## config.mk

```make
export PLATFORM = sky130hd
export DESIGN_NAME = im_fetch_ctrl
export DESIGN_NICKNAME = d
export VERILOG_FILES = /design/src/rtl/fetch_pkg.sv /design/src/rtl/pc_next_sel.sv /design/src/rtl/im_fetch_ctrl.sv
export SDC_FILE = /design/constraint.sdc
export NUM_CORES = 1
export LEC_CHECK = 0
export CAP_MARGIN = 20
export CORE_MARGIN = 8
export CORE_UTILIZATION = 50
export DETAILED_ROUTE_END_ITERATION = 10
export MAX_ROUTING_LAYER = met4
export PLACE_DENSITY = 0.86
export SLEW_MARGIN = 30
export SYNTH_ARGS = -nofsm -noshare
export SYNTH_HDL_FRONTEND = slang
export SYNTH_HIERARCHICAL = 1
export SYNTH_SLANG_ARGS = --single-unit
```

## constraint.sdc

```tcl
create_clock -name clk -period 7.7 [get_ports clk]
set_input_delay 0.77 -clock clk [delete_from_list [all_inputs] [get_ports clk]]
set_output_delay 0.77 -clock clk [all_outputs]
set_load 0.02 [all_outputs]
```

## src/rtl/fetch_pkg.sv

```systemverilog
// Shared types and constants for the instruction-fetch sequencer.
package fetch_pkg;

   localparam int ADDR_W = 13;
   localparam logic [ADDR_W-1:0] RESET_PC = 13'h1000;
   localparam logic [ADDR_W-1:0] EXC_VEC  = 13'h0180;
   localparam logic [ADDR_W-1:0] PC_INC   = 13'd4;

   typedef enum logic [1:0] {BOOT, RUN, FLUSH, HALT} fetch_state_t;

   // Winning control event for the current cycle, after priority resolution.
   typedef enum logic [2:0] {EV_NONE, EV_EXC, EV_ERET, EV_REDIR, EV_HALT} ctrl_evt_t;

endpackage

```

## src/rtl/pc_next_sel.sv

```systemverilog
// Next-PC mux and control-event priority encoder: exc > eret > redirect > halt > sequential.
module pc_next_sel import fetch_pkg::*; (
   input  logic [ADDR_W-1:0] pc,
   input  logic [ADDR_W-1:0] epc,
   input  logic [ADDR_W-1:0] redirect_pc,
   input  logic              evt_en,
   input  logic              exc_req,
   input  logic              eret_req,
   input  logic              redirect_valid,
   input  logic              halt_req,
   input  logic              seq_adv,
   output ctrl_evt_t         evt,
   output logic [ADDR_W-1:0] pc_next,
   output logic              misalign
);

   always_comb begin
      // NOTE: every output gets a default first, so no path through the block infers a latch.
      evt      = EV_NONE;
      pc_next  = pc;
      misalign = 1'b0;
      if (evt_en) begin
         if (exc_req) begin
            evt     = EV_EXC;
            pc_next = EXC_VEC;
         end else if (eret_req) begin
            evt     = EV_ERET;
            pc_next = epc;
         end else if (redirect_valid) begin
            if (redirect_pc[1:0] != 2'b00) begin
               // A misaligned target becomes an exception entry.
               evt      = EV_EXC;
               pc_next  = EXC_VEC;
               misalign = 1'b1;
            end else begin
               evt     = EV_REDIR;
               pc_next = redirect_pc;
            end
         end else if (halt_req) begin
            evt = EV_HALT;
         end else if (seq_adv) begin
            pc_next = pc + PC_INC;
         end
      end
   end

endmodule

```

## src/rtl/im_fetch_ctrl.sv

```systemverilog
// Fetch sequencer: owns the PC, captures IM words into IR and hands them to decode.
module im_fetch_ctrl import fetch_pkg::*; (
   input  logic              clk,
   input  logic              rst,
   output logic [ADDR_W-1:0] im_addr,
   input  logic [31:0]       im_dout,
   output logic [31:0]       ir,
   output logic [ADDR_W-1:0] ir_pc,
   output logic              ir_valid,
   input  logic              ir_ready,
   input  logic              redirect_valid,
   input  logic [ADDR_W-1:0] redirect_pc,
   input  logic              exc_req,
   input  logic              eret_req,
   input  logic              halt_req,
   output logic [ADDR_W-1:0] epc,
   output logic              fetch_err,
   output logic              busy_exc
);

   fetch_state_t      state, state_nxt;
   ctrl_evt_t         evt;
   logic [ADDR_W-1:0] pc, pc_nxt;
   logic              ir_free, load, misalign;

   assign im_addr = pc;
   assign ir_free = !ir_valid || ir_ready;
   assign load    = (state == RUN) && ir_free;

   pc_next_sel u_pc_next_sel (
      .pc             (pc),
      .epc            (epc),
      .redirect_pc    (redirect_pc),
      .evt_en         (state != BOOT),
      .exc_req        (exc_req),
      .eret_req       (eret_req),
      .redirect_valid (redirect_valid),
      .halt_req       (halt_req),
      .seq_adv        (load),
      .evt            (evt),
      .pc_next        (pc_nxt),
      .misalign       (misalign)
   );

   always_comb begin
      state_nxt = state;
      unique case (state)
         BOOT, FLUSH: state_nxt = RUN;
         HALT:        if (!halt_req) state_nxt = RUN;
         default:     ;
      endcase
      unique case (evt)
         EV_EXC, EV_ERET, EV_REDIR: state_nxt = FLUSH;
         // Halt waits until a pending IR has been handed over.
         EV_HALT: if (ir_free) state_nxt = HALT;
         default: ;
      endcase
   end

   always_ff @(posedge clk or negedge rst) begin
      if (!rst) begin
         state     <= BOOT;
         pc        <= RESET_PC;
         ir        <= '0;
         ir_pc     <= '0;
         ir_valid  <= 1'b0;
         epc       <= '0;
         fetch_err <= 1'b0;
         busy_exc  <= 1'b0;
      end else begin
         // NOTE: non-blocking assignments so every register samples pre-edge values.
         state     <= state_nxt;
         pc        <= pc_nxt;
         fetch_err <= misalign;
         unique case (evt)
            EV_EXC: begin
               epc      <= misalign ? redirect_pc : (ir_valid ? ir_pc : pc);
               busy_exc <= 1'b1;
               ir_valid <= 1'b0;
            end
            EV_ERET: begin
               busy_exc <= 1'b0;
               ir_valid <= 1'b0;
            end
            EV_REDIR: ir_valid <= 1'b0;
            EV_HALT:  if (ir_free) ir_valid <= 1'b0;
            default: begin
               if (load) begin
                  ir       <= im_dout;
                  ir_pc    <= pc;
                  ir_valid <= 1'b1;
               end
            end
         endcase
      end
   end

endmodule
```

[Word-level counts from Yosys, hierarchy flattened]
Cells that the tools add are included.
W data, S select, Z words.
Storage, ports and cells
  ROM bits: 0
  memory bits (writable): 0
  bits of input ports: 52
  output and inout port bits: 74
  register bits after elaboration: 76
  latch bits: 0
  memories kept: 0
  logic and storage cells: 61
Operators by class
  order comparisons: 0
  multipliers: 0
  equal/unequal tests: 9
  shifts and indexed selects: 0
  muxes and demuxes: 27
  reduce and logical (&&, ||, !) cells: 15
  divide/modulo/power cells: 0
  add/sub/neg operators: 1
  bitwise logic cells: 1
Operator list (count)
  $mux W13: 8
  $mux W3: 5
  $add A13 B3 Y13 const B: 1
  $pmux W2 S2: 2
  $mux W1: 7
  $eq A3 B2 Y1 const B: 2
  $mux W2: 3
  $reduce_bool A2 Y1: 3
  $eq A2 B2 Y1 const B: 2
  $ne A4 B4 Y1 const B: 1
  $pmux W1 S2: 2
  $reduce_and A2 Y1: 2
  $reduce_bool A4 Y1: 1
  $reduce_or A4 Y1: 1
  $eq A3 B1 Y1 const B: 1
  $eq A3 B3 Y1 const B: 1
  $reduce_and A3 Y1: 1
  $reduce_bool A3 Y1: 1
  $reduce_or A3 Y1: 1
  $eq A2 B1 Y1 const B: 1
  $logic_not A2 Y1: 1
  $ne A2 B2 Y1 const B: 1
  $reduce_or A2 Y1: 1
  $logic_and A1 B1 Y1: 1
  other kinds (3): 3

[Depth between registers and ports, before layout]
  depth in word-level cells: 10
  mapped depth: 10
  mapped depth without buffers: 6

[Cells and area by module]
The synthesis kept the hierarchy.
Modules (own cells, without submodules)
  im_fetch_ctrl: seq. area each 1903.1 um^2, times used 1, cells each 201, area each 3148.0 um^2
  pc_next_sel: seq. area each 0.0 um^2, times used 1, cells each 128, area each 778.2 um^2

[Worst setup path before layout]
Ideal clock, no wire load.
  path type: input-to-reg
  from: input port eret_req
  to: register ir[0]
  required time: 7.575 ns
  slack: 4.515 ns
  arrival time: 3.060 ns
  buffers on the path: 3
  stages: 7
  setup time: 0.125 ns
  cells stage by stage: buf_2 -> clkbuf_1 -> nor4b_1 -> o21ai_0 -> a2111oi_4 -> buf_6 -> mux2_4
On the way
  cells in the longest elaborated chain, start to end: 7
  elaborated cells between the ends (all ways): 10
  those cells by class: 4 x eq/ne; 3 x mux; 1 x bitwise; 2 x reduce/logical
Ends and longest elaborated chain
  start: declaration: RTL line im_fetch_ctrl.sv:14  | input logic eret_req,
  $mux W3 (*): RTL line pc_next_sel.sv:26  | end else if (eret_req) begin
  $mux W3 (*): RTL line pc_next_sel.sv:23  | if (exc_req) begin
  $mux W3 (*): RTL line pc_next_sel.sv:22  | if (evt_en) begin
  via evt[2]: RTL line im_fetch_ctrl.sv:22  | ctrl_evt_t evt;
  $eq A3 B3 Y1, or another cell as far along: RTL line im_fetch_ctrl.sv:75  | unique case (evt)
  $reduce_or A4 Y1 (no source line) (*)
  $not A1 Y1 (no source line) (*)
  $reduce_and A2 Y1 (no source line) (*)
  end signal: assignment: RTL line im_fetch_ctrl.sv:89  | ir <= im_dout;
  end: declaration: RTL line im_fetch_ctrl.sv:7  | output logic [31:0] ir,
Mark *: on every way through the listed nets, which the timed path passes. The rest lies on a longest branch.
A chain may end at the register's enable or synchronous reset.

[Worst setup path after layout]
  from: input port eret_req
  to: register ir[14]
Same word-level chain as after synthesis.

==> results.py <==
metrics = {
    "outcome": {
        "outcome": "finished clean",
    },
    "floorplanning": {
        "io_pins": 126,
        "die_y_um": 104.6,
        "num_rows": 32,
        "dieArea_um2": 10940,
        "initial_core_util_pct": 51.07,
        "core_um2": 7687,
        "dieWidth_um": 104.6,
    },
    "synthesis": {
        "synth-seq-area-share_pct": 48.47,
        "synth-main-ff-cell": "dfrtp_1",
        "synth_edf_count": 0,
        "synth.most_common_cell": "dfrtp_1",
        "synthTopCellsByArea": "dfrtp_1 (48%), mux2_4 (15%), mux2_2 (5.4%)",
        "netlist_area_um2": 3926,
        "syn_avg_cell_area_um2": 11.93,
        "synth_common_cells": "dfrtp_1 (75), mux2_4 (40), o21ai_0 (24)",
        "synth_cells": 329,
        "synth_top_area_cell": "dfrtp_1",
        "synth-async-reset-ratio_pct": 100.0,
        "ys_types": 51,
        "ys_seq_elements": 76,
        "yosys.area.top_type_share_pct": 47.80,
        "yosysWarnings": 6,
        "syn_nets": 382,
    },
    "sta": {
        "drv_slew": 0,
        "setup_viol": 0,
        "final.period_utilization_pct": 50.53,
        "clock.fmax_mhz": 257.0,
        "fin_ws_ps": 3809,
        "skew_ps": 8.145,
        "max_slew_margin_pct": 37.61,
        "worst_slew_pin_slew_ps": 932.9,
        "min_period_ps": 3891,
        "timing.setup.tns_ps": 0,
        "rsz0062_at_grt": "false",
        "finalHoldWorstSlack_ps": 429.9,
        "hold_violations": 0,
    },
    "global_route": {
        "track_usage_pct": 19.70,
        "grt_pass1_vias": 3169,
        "grt_overflow_total": 0,
        "grt_first_pass_wirelength_mm": 17.07,
        "antenna_found_initial": 0,
        "grt_max_degree": 77,
    },
    "power_and_ir_drop": {
        "p_sw_w": 0.0006570,
        "clkPwrFrac_pct": 15.6,
        "swShare_pct": 36.13,
        "power_w": 0.001819,
        "power.leakage_nw": 2.218,
        "seqPwrFrac_pct": 37.2,
        "power_density_nw_per_um2": 336.5,
        "combPwrFrac_pct": 47.1,
        "p_int_w": 0.001162,
        "ir_drop_uv": 206.4,
    },
    "finish": {
        "fill_cells": 575,
        "final_util_pct": 70.30,
        "area_delta_synth_final_pct": 37.64,
        "nNetsFinal": 501,
        "antennaDiodeCount": 0,
        "drive_gt1_share_pct": 18.98,
    },
    "setup_path": {
        "reg2reg_depth": 7,
        "critPathMaxFanout": 33,
        "crit_arrival_ps": 4110,
        "required_ps": 7920,
        "path_class": "in2reg",
        "crit_path_end_kind": "flip-flop",
        "start_kind": "primary input",
    },
    "clocking": {
        "postCtsHoldBufs": 0,
        "cts_tree": "yes",
        "clock_path_buffers": 2,
        "cts_resized": 0,
        "clk_pin_slew_ps": 80,
        "clock_latency_ps": 330,
        "numCtsBuffers": 9,
        "clkSinkCount": 76,
        "clockRootBuffer": "clkbuf_8",
        "post_cts_buffers": 0,
        "cts_max_level": 3,
    },
    "run": {
        "maxCapViolCount": 0,
    },
    "placement": {
        "place_ws_ps": 3457,
        "port_buffers": 125,
        "gp_congestion": 0.8873,
        "dp_hpwl_mm": 7.734,
    },
    "routing": {
        "vias_per_cell": 5.541,
        "first_pass_iters": 5,
        "drt_iter0_markers": 170,
        "ant_nets": 0,
        "wl_per_cell_um": 19.06,
        "vias": 3075,
        "drc": 0,
        "wl_mm": 10.58,
    },
    "min_path": {
        "hold_path.class": "in2async",
    },
}
-- through the flow --
step / cell area, µm² / std cells
finish: 5404 / 555
global route: 5404 / 555
CTS: 5400 / 555
detailed placement: 5211 / 539
global placement: 5211 / 539
floorplan: 3926 / 329
-- worst max-delay path, cell delays in order --
cell             delay [ps]
clkdlybuf4s50_1         890
nor4b_1                 810
o21ai_0                 300
a2111oi_4               370
buf_4                   550
mux2_2                  400
-- cell type report --
cell class              instances  area, µm²  share of cell area (%)
multi-input cells             222       1868                   34.57
flip-flops and latches         76       1903                   35.22
clock buffers                  13      168.9                   3.126
inverters                      11      41.29                  0.7641
clock inverters                 3      20.02                  0.3705
well taps                     102      127.6                   2.362
repair buffers                128       1275                   23.59
-- power groups by stage --
stage / registers [W] / logic, W / clock network [W]
final: 0.000677 / 0.000857 / 0.000284
after global routing: 0.000696 / 0.000902 / 0.000310
after CTS: 0.000676 / 0.000866 / 0.000291
after detailed placement: 0.000677 / 0.000866 / 0
after global placement: 0.000673 / 0.000843 / 0
after floorplan: 0.000832 / 0.000297 / 0
-- worst paths after layout --
kind / from / endpoint / slack [ps]
setup / recovery: eret_req / ir[14] / 3810
hold / removal: rst / ir[13] / 430
hold reg to reg: epc[2] / epc[2] / 510
min in group clk: epc[2] / epc[2] / 510
setup reg to reg: state[1] / ir[14] / 4250
max in group asynchronous: rst / ir[23] / 6770
-- cell families after synthesis --
logic type      synth area share [%]
simple gates                   11.28
xor+xnor                      0.8925
flops                          48.47
fa+ha+maj                     0.3186
mux                            24.31
compound gates                 10.77
buf+inv                        3.951
-- layout by cell type, fill, tap and decap left out, types with 4 or more instances in the layout --
master,synthesis,final
nand2_1,23,23
a211oi_1,5,5
o21ai_0,24,24
mux2_4,40,40
nor2b_1,8,8
nand3b_1,4,4
mux2_2,19,19
nor3_1,4,4
mux2i_1,14,14
dfrtp_1,75,75
a21oi_1,16,16
nor2_1,10,10
nand2b_1,6,6
clkbuf_8,0,12
clkdlybuf4s50_1,0,124
nand3_1,6,6
inv_1,11,11
-- per-layer routing --
| layer | vias up | wire length [µm] | track usage [%] |
|---|---|---|---|
| li1 | 1424 | - | - |
| met1 | 1517 | 4466 | 23.86 |
| met2 | 124 | 5413 | 32.83 |
| met3 | 10 | 603 | 4.177 |
| met4 | 0 | 93 | 4.995 |
| met5 | - | 0 | - |
-- flip-flops by register name (all words and copies together), names as in the netlist --
signal and cells:
ir 32, ir_pc 13, busy_exc 1, fetch_err 1, epc 13, ir_valid 1
im_addr 13, state 2
No activity file was read; power rests on OpenSTA's default activity.
